[config.mk]
export PLATFORM = sky130hd
export DESIGN_NAME = spi_slave_flat
export DESIGN_NICKNAME = d
export VERILOG_FILES = /design/src/rtl/spi_slave_if.sv /design/src/rtl/spi_slave.sv /design/src/flat_wrapper.sv
export SDC_FILE = /design/constraint.sdc
export NUM_CORES = 1
export LEC_CHECK = 0
export ABC_AREA = 1
export CORE_MARGIN = 2
export CORE_UTILIZATION = 55
export CTS_CLUSTER_SIZE = 20
export DETAILED_ROUTE_END_ITERATION = 7
export PLACE_DENSITY = 0.79
export SLEW_MARGIN = 40
export SYNTH_ARGS = -nofsm -noshare
export SYNTH_HDL_FRONTEND = slang
export SYNTH_SLANG_ARGS = --single-unit
[constraint.sdc]
create_clock -name clk_in -period 4.2 [get_ports clk_in]
set_clock_uncertainty 0.1 [all_clocks]
set_input_delay 0.42 -clock clk_in [delete_from_list [all_inputs] [get_ports clk_in]]
set_output_delay 0.42 -clock clk_in [all_outputs]
set_load 0.02 [all_outputs]
[src/rtl/spi_slave_if.sv]
// Bus bundle for spi_slave: SPI pins plus the parallel transmit/receive handshake.
interface spi_slave_if #(
  parameter int SIZE = 40
);
  logic            sclk_in;
  logic            cs_n_in;
  logic            mosi_in;
  logic            miso_out;
  logic [SIZE-1:0] tx_data_in;
  logic            tx_load_in;
  logic            tx_ready_out;
  logic [SIZE-1:0] rx_data_out;
  logic            rx_valid_out;
  logic            frame_error_out;

  modport slave (
    input  sclk_in, cs_n_in, mosi_in, tx_data_in, tx_load_in,
    output miso_out, tx_ready_out, rx_data_out, rx_valid_out, frame_error_out
  );

  modport master (
    output sclk_in, cs_n_in, mosi_in, tx_data_in, tx_load_in,
    input  miso_out, tx_ready_out, rx_data_out, rx_valid_out, frame_error_out
  );
endinterface

[src/rtl/spi_slave.sv]
// Mode-3 SPI target, oversampled by clk_in, fixed SIZE-bit frames with length checking.
// Optional macro SPI_SLAVE_MISO_HIZ_EN tristates miso_out in IDLE and during reset.
module spi_slave #(
  parameter int SIZE = 40
) (
  input  logic       clk_in,
  input  logic       reset_n_in,
  spi_slave_if.slave bus
);
  localparam int            CW       = $clog2(SIZE + 2);
  localparam logic [CW-1:0] CNT_SIZE = CW'(SIZE);
  localparam logic [CW-1:0] CNT_MAX  = CW'(SIZE + 1);

  typedef enum logic [1:0] {IDLE, ACTIVE, DONE} state_t;
  state_t state_reg, state_next;

  logic [2:0]      sclk_sync_reg;
  logic [2:0]      cs_sync_reg;
  logic [1:0]      mosi_sync_reg;
  logic            sync_live_reg;
  logic            armed_reg;
  logic [SIZE-1:0] tx_buf_reg;
  logic [SIZE-1:0] shift_tx_reg;
  logic [SIZE-1:0] shift_rx_reg;
  logic [SIZE-1:0] rx_data_reg;
  logic [CW-1:0]   bit_cnt_reg;
  logic            miso_reg;
  logic            rx_valid_reg;
  logic            frame_error_reg;

  logic sclk_rise, sclk_fall, cs_rise, cs_fall;

  assign sclk_rise = sclk_sync_reg[1] & ~sclk_sync_reg[2];
  assign sclk_fall = ~sclk_sync_reg[1] & sclk_sync_reg[2];
  assign cs_rise   = cs_sync_reg[1] & ~cs_sync_reg[2];
  // A frame may only open once cs_n has been genuinely seen high after reset.
  assign cs_fall   = ~cs_sync_reg[1] & cs_sync_reg[2] & armed_reg;

  always_ff @(posedge clk_in) begin
    if (!reset_n_in) begin
      sclk_sync_reg <= 3'b111;
      cs_sync_reg   <= 3'b111;
      mosi_sync_reg <= 2'b00;
      sync_live_reg <= 1'b0;
      armed_reg     <= 1'b0;
    end else begin
      sclk_sync_reg <= {sclk_sync_reg[1:0], bus.sclk_in};
      cs_sync_reg   <= {cs_sync_reg[1:0], bus.cs_n_in};
      mosi_sync_reg <= {mosi_sync_reg[0], bus.mosi_in};
      sync_live_reg <= 1'b1;
      armed_reg     <= armed_reg | (sync_live_reg & cs_sync_reg[0]);
    end
  end

  always_ff @(posedge clk_in) begin
    if (!reset_n_in) state_reg <= IDLE;
    else             state_reg <= state_next;
  end

  always_comb begin
    state_next = state_reg;
    case (state_reg)
      IDLE:    if (cs_fall) state_next = ACTIVE;
      ACTIVE:  if (cs_rise) state_next = DONE;
      DONE:    state_next = IDLE;
      default: state_next = IDLE;
    endcase
  end

  always_ff @(posedge clk_in) begin
    if (!reset_n_in) begin
      tx_buf_reg      <= '0;
      shift_tx_reg    <= '0;
      shift_rx_reg    <= '0;
      rx_data_reg     <= '0;
      bit_cnt_reg     <= '0;
      miso_reg        <= 1'b0;
      rx_valid_reg    <= 1'b0;
      frame_error_reg <= 1'b0;
    end else begin
      rx_valid_reg    <= 1'b0;
      frame_error_reg <= 1'b0;
      case (state_reg)
        IDLE: begin
          if (bus.tx_load_in) tx_buf_reg <= bus.tx_data_in;
          if (cs_fall) begin
            shift_tx_reg <= tx_buf_reg;
            shift_rx_reg <= '0;
            bit_cnt_reg  <= '0;
            miso_reg     <= tx_buf_reg[SIZE-1];
          end
        end
        ACTIVE: begin
          // A cs_n rise masks any sclk edge detected in the same cycle.
          if (!cs_rise) begin
            if (sclk_rise) begin
              if (bit_cnt_reg < CNT_SIZE)
                shift_rx_reg <= {shift_rx_reg[SIZE-2:0], mosi_sync_reg[1]};
              if (bit_cnt_reg != CNT_MAX)
                bit_cnt_reg <= bit_cnt_reg + CW'(1);
            end
            // The leading falling edge precedes bit 1, whose MSB is already on miso.
            if (sclk_fall && bit_cnt_reg != '0) begin
              shift_tx_reg <= {shift_tx_reg[SIZE-2:0], 1'b0};
              miso_reg     <= shift_tx_reg[SIZE-2];
            end
          end
        end
        DONE: begin
          miso_reg <= 1'b0;
          if (bit_cnt_reg == CNT_SIZE) begin
            rx_data_reg  <= shift_rx_reg;
            rx_valid_reg <= 1'b1;
          end else begin
            frame_error_reg <= 1'b1;
          end
        end
        default: ;
      endcase
    end
  end

  assign bus.tx_ready_out    = (state_reg == IDLE);
  assign bus.rx_data_out     = rx_data_reg;
  assign bus.rx_valid_out    = rx_valid_reg;
  assign bus.frame_error_out = frame_error_reg;

`ifdef SPI_SLAVE_MISO_HIZ_EN
  assign bus.miso_out = (!reset_n_in || state_reg == IDLE) ? 1'bz : miso_reg;
`else
  assign bus.miso_out = miso_reg;
`endif
endmodule

[src/flat_wrapper.sv]
// flat-port wrapper written by rule: the top's interface ports become plain ports
module spi_slave_flat 
#(
  parameter int SIZE = 40
)
  (clk_in, reset_n_in, bus_sclk_in, bus_cs_n_in, bus_mosi_in, bus_tx_data_in, bus_tx_load_in, bus_miso_out, bus_tx_ready_out, bus_rx_data_out, bus_rx_valid_out, bus_frame_error_out);
  spi_slave_if #(.SIZE(SIZE)) bus_i ();
  input  logic clk_in;
  input  logic reset_n_in;
  input wire logic [$bits(bus_i.sclk_in)-1:0] bus_sclk_in;
  input wire logic [$bits(bus_i.cs_n_in)-1:0] bus_cs_n_in;
  input wire logic [$bits(bus_i.mosi_in)-1:0] bus_mosi_in;
  input wire logic [$bits(bus_i.tx_data_in)-1:0] bus_tx_data_in;
  input wire logic [$bits(bus_i.tx_load_in)-1:0] bus_tx_load_in;
  output wire logic [$bits(bus_i.miso_out)-1:0] bus_miso_out;
  output wire logic [$bits(bus_i.tx_ready_out)-1:0] bus_tx_ready_out;
  output wire logic [$bits(bus_i.rx_data_out)-1:0] bus_rx_data_out;
  output wire logic [$bits(bus_i.rx_valid_out)-1:0] bus_rx_valid_out;
  output wire logic [$bits(bus_i.frame_error_out)-1:0] bus_frame_error_out;
  assign bus_i.sclk_in = bus_sclk_in;
  assign bus_i.cs_n_in = bus_cs_n_in;
  assign bus_i.mosi_in = bus_mosi_in;
  assign bus_i.tx_data_in = bus_tx_data_in;
  assign bus_i.tx_load_in = bus_tx_load_in;
  assign bus_miso_out = bus_i.miso_out;
  assign bus_tx_ready_out = bus_i.tx_ready_out;
  assign bus_rx_data_out = bus_i.rx_data_out;
  assign bus_rx_valid_out = bus_i.rx_valid_out;
  assign bus_frame_error_out = bus_i.frame_error_out;
  spi_slave #(.SIZE(SIZE)) u_core (.clk_in(clk_in), .reset_n_in(reset_n_in), .bus(bus_i));
endmodule
==> results.md <==
Floorplanning:
- From bottom edge to top edge, the die measures 119 um.
- The die covers 14100 sq um.
- The floorplan has 41 rows.
- The effective utilization at floorplan is 56.8%.
- The total I/O pin count is 90.
- The die boundary width is 119 um.
- The core region is 12700 sq um.

Clocking:
- The clock tree from TritonCTS is done.
- Clock-pin slew was measured on the worst setup and hold paths at 0.06 ns.
- The TritonCTS buffer count is 17.
- The latest clock arrival within the worst-skew pair is 0.42 ns.
- Gates resized during post-CTS repair numbered 0.
- The maximum level of the CTS H-tree is 4.
- The hold-fix buffer count after cts is 0.
- The clock tree root driver cell is sky130_fd_sc_hd__clkbuf_16.
- The tree built by TritonCTS fans out to 180 sinks.
- The deepest clock path buffer count is 2.
- The number of setup buffers added after CTS is 0.

Pwr:
- The worst ir drop on vdd is 393 uV.
- The total power per unit cell area is 578 nW/um^2.
- The leakage power figure is 0.00346 uW.

Timing:
- Setup repair after global routing left no endpoint under its margin.
- The final cycle utilization of the critical path is 71.9%.
- Setup violations remaining at the end of the flow were counted as 0.
- The worst path in the final design needs a cycle of 3.02 ns, including I/O delays and setup.
- Static timing analysis puts the maximum clock frequency at 331 MHz.
- The final setup TNS is 0 ns.
- The number of max-slew violations in the final report is 0.
- In this run the tightest slew margin relative to its limit is 49.7%.
- The transition time of the tightest slew-check pin is 0.752 ns.
- The count of endpoints failing hold in the final timing report came to 0.

Worst setup path:
- The signal on the critical path passes through inv_1 -> ha_4 -> nor2_1 -> inv_1 -> nand2_2 -> nor2_2 -> buf_4 -> nand3_1 -> a21oi_1.
- The most critical setup path has its startpoint at u_core.state_reg[1].
- For flop-to-flop paths, the worst setup slack is 1.18 ns.
- The path type of the worst setup path is flip-flop to flip-flop.
- The most numerous cell type found on the critical path is sky130_fd_sc_hd__inv_1.
- On the worst path, the slowest cell contributes a delay of 0.51 ns.
- The worst setup path is captured at a flip-flop.
- In this design, the largest share of critical-path delay is due to simple AND/OR/NAND/NOR gates.
- Among all stages on the critical path, the largest delay is contributed by sky130_fd_sc_hd__ha_4.
- The critical path launch point type is a flip-flop.
- Counting both buffers and inverters, the worst setup path holds a total of 3.
- The arrival time of data at the critical path endpoint is 3.27 ns.
- The biggest fanout along the worst timing path is 50.
- The launch instance of the worst register-to-register path is u_core.state_reg[1].
- The data required time of the worst path is 4.45 ns.

Run:
- The max-cap check violation count is 0.

Cells and area:
- In the layout the commonest cells are sky130_fd_sc_hd__nor2_1, sky130_fd_sc_hd__dfxtp_1, sky130_fd_sc_hd__o21ai_0.
- The most common cell after layout, fill and taps aside is sky130_fd_sc_hd__nor2_1.
- The number of diodes is 0.
- The fraction of final layout cells with drive strength greater than 1 is 5.49%.
- The net count of the finished layout is 1025.
- The synthesis-to-layout area growth is 19.8%.
- Cells fill 68.0% of the core in the end.

Synth:
- The post-synthesis cell count is 928.
- During synthesis, Yosys emitted a total of 0 warnings.
- The flop and latch count out of synthesis is 180.
- The number of different library cells in the post-synthesis netlist is 25.
- The sequential fraction of the synthesis area is 49.9%.
- The post-synthesis cell area is 7220 sq um.
- The average cell area after synthesis is 7.78 sq um.
- When the netlist entered floorplanning its net count stood at 981.

Detailed routing:
- Dividing the detail-routed wire length by the instance count gives 13.3 um.
- The detail route stage leaves a number of antenna-violating nets equal to 0.
- In the routed design, unresolved DRC markers number 0.
- For this block, the initial DRC count from the detailed router was 706.
- The total wire length is 15400 um.
- Across all layers, the routed design uses 6209 vias.
- The number of iterations in the first detailed-routing pass is 5.
- In the routed layout, each cell is associated on average with a via count of 5.37.

Hold path:
- The path class of the tightest hold or removal check is flip-flop to flip-flop.
- In this run the most critical hold path is launched from u_core.sclk_sync_reg[0].

Status:
- The run finished with clean final reports.

Global route:
- Global routing consumed, over all layers together, 22.8% of the routing resources.
- The first global-routing pass estimated 26800 um of wire.
- The initial antenna violation count is 0.
- Entering global routing, the biggest net connects 104 pins.
- The overall overflow remaining after global route is 0.
- The via count of the first global-routing pass is 5763.

Place:
- The final weighted congestion of routability-driven global placement is 0.765.
- The total of buffers placed on input and output ports is 89.
- The HPWL after detailed placement is 8890 um.
-- kinds of logic after synthesis --
group / Yosys count / share of synthesized area (%)
xor+xnor: 1 / 0.121
mux: 38 / 5.27
compound gates: 218 / 15.2
fa+ha+maj: 7 / 1.21
flops: 180 / 49.9
simple gates: 390 / 22.3
buf+inv: 94 / 6.05
-- per-layer routing --
metal | share of wire (%) | track usage [%] | vias to the layer above | wire length [um]
met3 | 4.3 | 5.26 | 22 | 670
met2 | 48 | 37.6 | 143 | 7400
li1 | - | - | 3160 | -
met5 | 0 | 0 | - | 0
met1 | 46 | 29.4 | 2884 | 7110
met4 | 1.5 | 7.74 | 0 | 235
-- synth_stat cells, drive strengths merged --
master | n | area share, %
dfxtp | 180 | 50
inv | 21 | 1.1
nand3 | 87 | 6.0
nand2 | 74 | 4.0
nor3 | 2 | 0.29
nor2 | 222 | 12
o21ai | 127 | 8.8
or2 | 5 | 0.43
xor2 | 1 | 0.12
mux2i | 38 | 5.3
ha | 7 | 1.2
clkbuf | 36 | 1.9
buf | 37 | 3.0
a21oi | 91 | 6.4
-- cell type report --
cell class	instances	area, sq um
sequential	180	3600
fill	1105	4070
clock inverter	10	131
timing repair buffer	98	960
tap	172	215
multi-input combinational	654	3200
inverter	21	78.8
clock buffer	21	460
-- report_power, final --
group          switching (uW)  total, uW  internal (uW)
logic                     881       1360            481
registers                 119       2050           1930
clock network             634       1590            960
total                    1630       5000           3370
-- worst paths after layout --
path | end | depth (start not counted)
setup / recovery | u_core.shift_rx_reg[7] | 9
hold / removal | u_core.sclk_sync_reg[1] | 1
setup reg to reg | u_core.shift_rx_reg[7] | 9
hold reg to reg | u_core.sclk_sync_reg[1] | 1
-- through the flow --
step | cell area, sq um | hold WS [ns] | worst slack (ns) | cells | total power, uW
6_report | 8650 | 0.308 | 1.18 | 1156 | 5000
5_1_grt | 8650 | 0.321 | 0.887 | 1156 | 5310
4_1_cts | 8650 | 0.316 | 1.21 | 1156 | 5020
3_5_place_dp | 8060 | 0.299 | 1.30 | 1125 | 3430
3_3_place_gp | 8050 | 0.303 | 1.37 | 1125 | 3400
2_1_floorplan | 7220 | 0.290 | 2.47 | 928 | 3180
No activity file was read; power rests on OpenSTA's default activity.
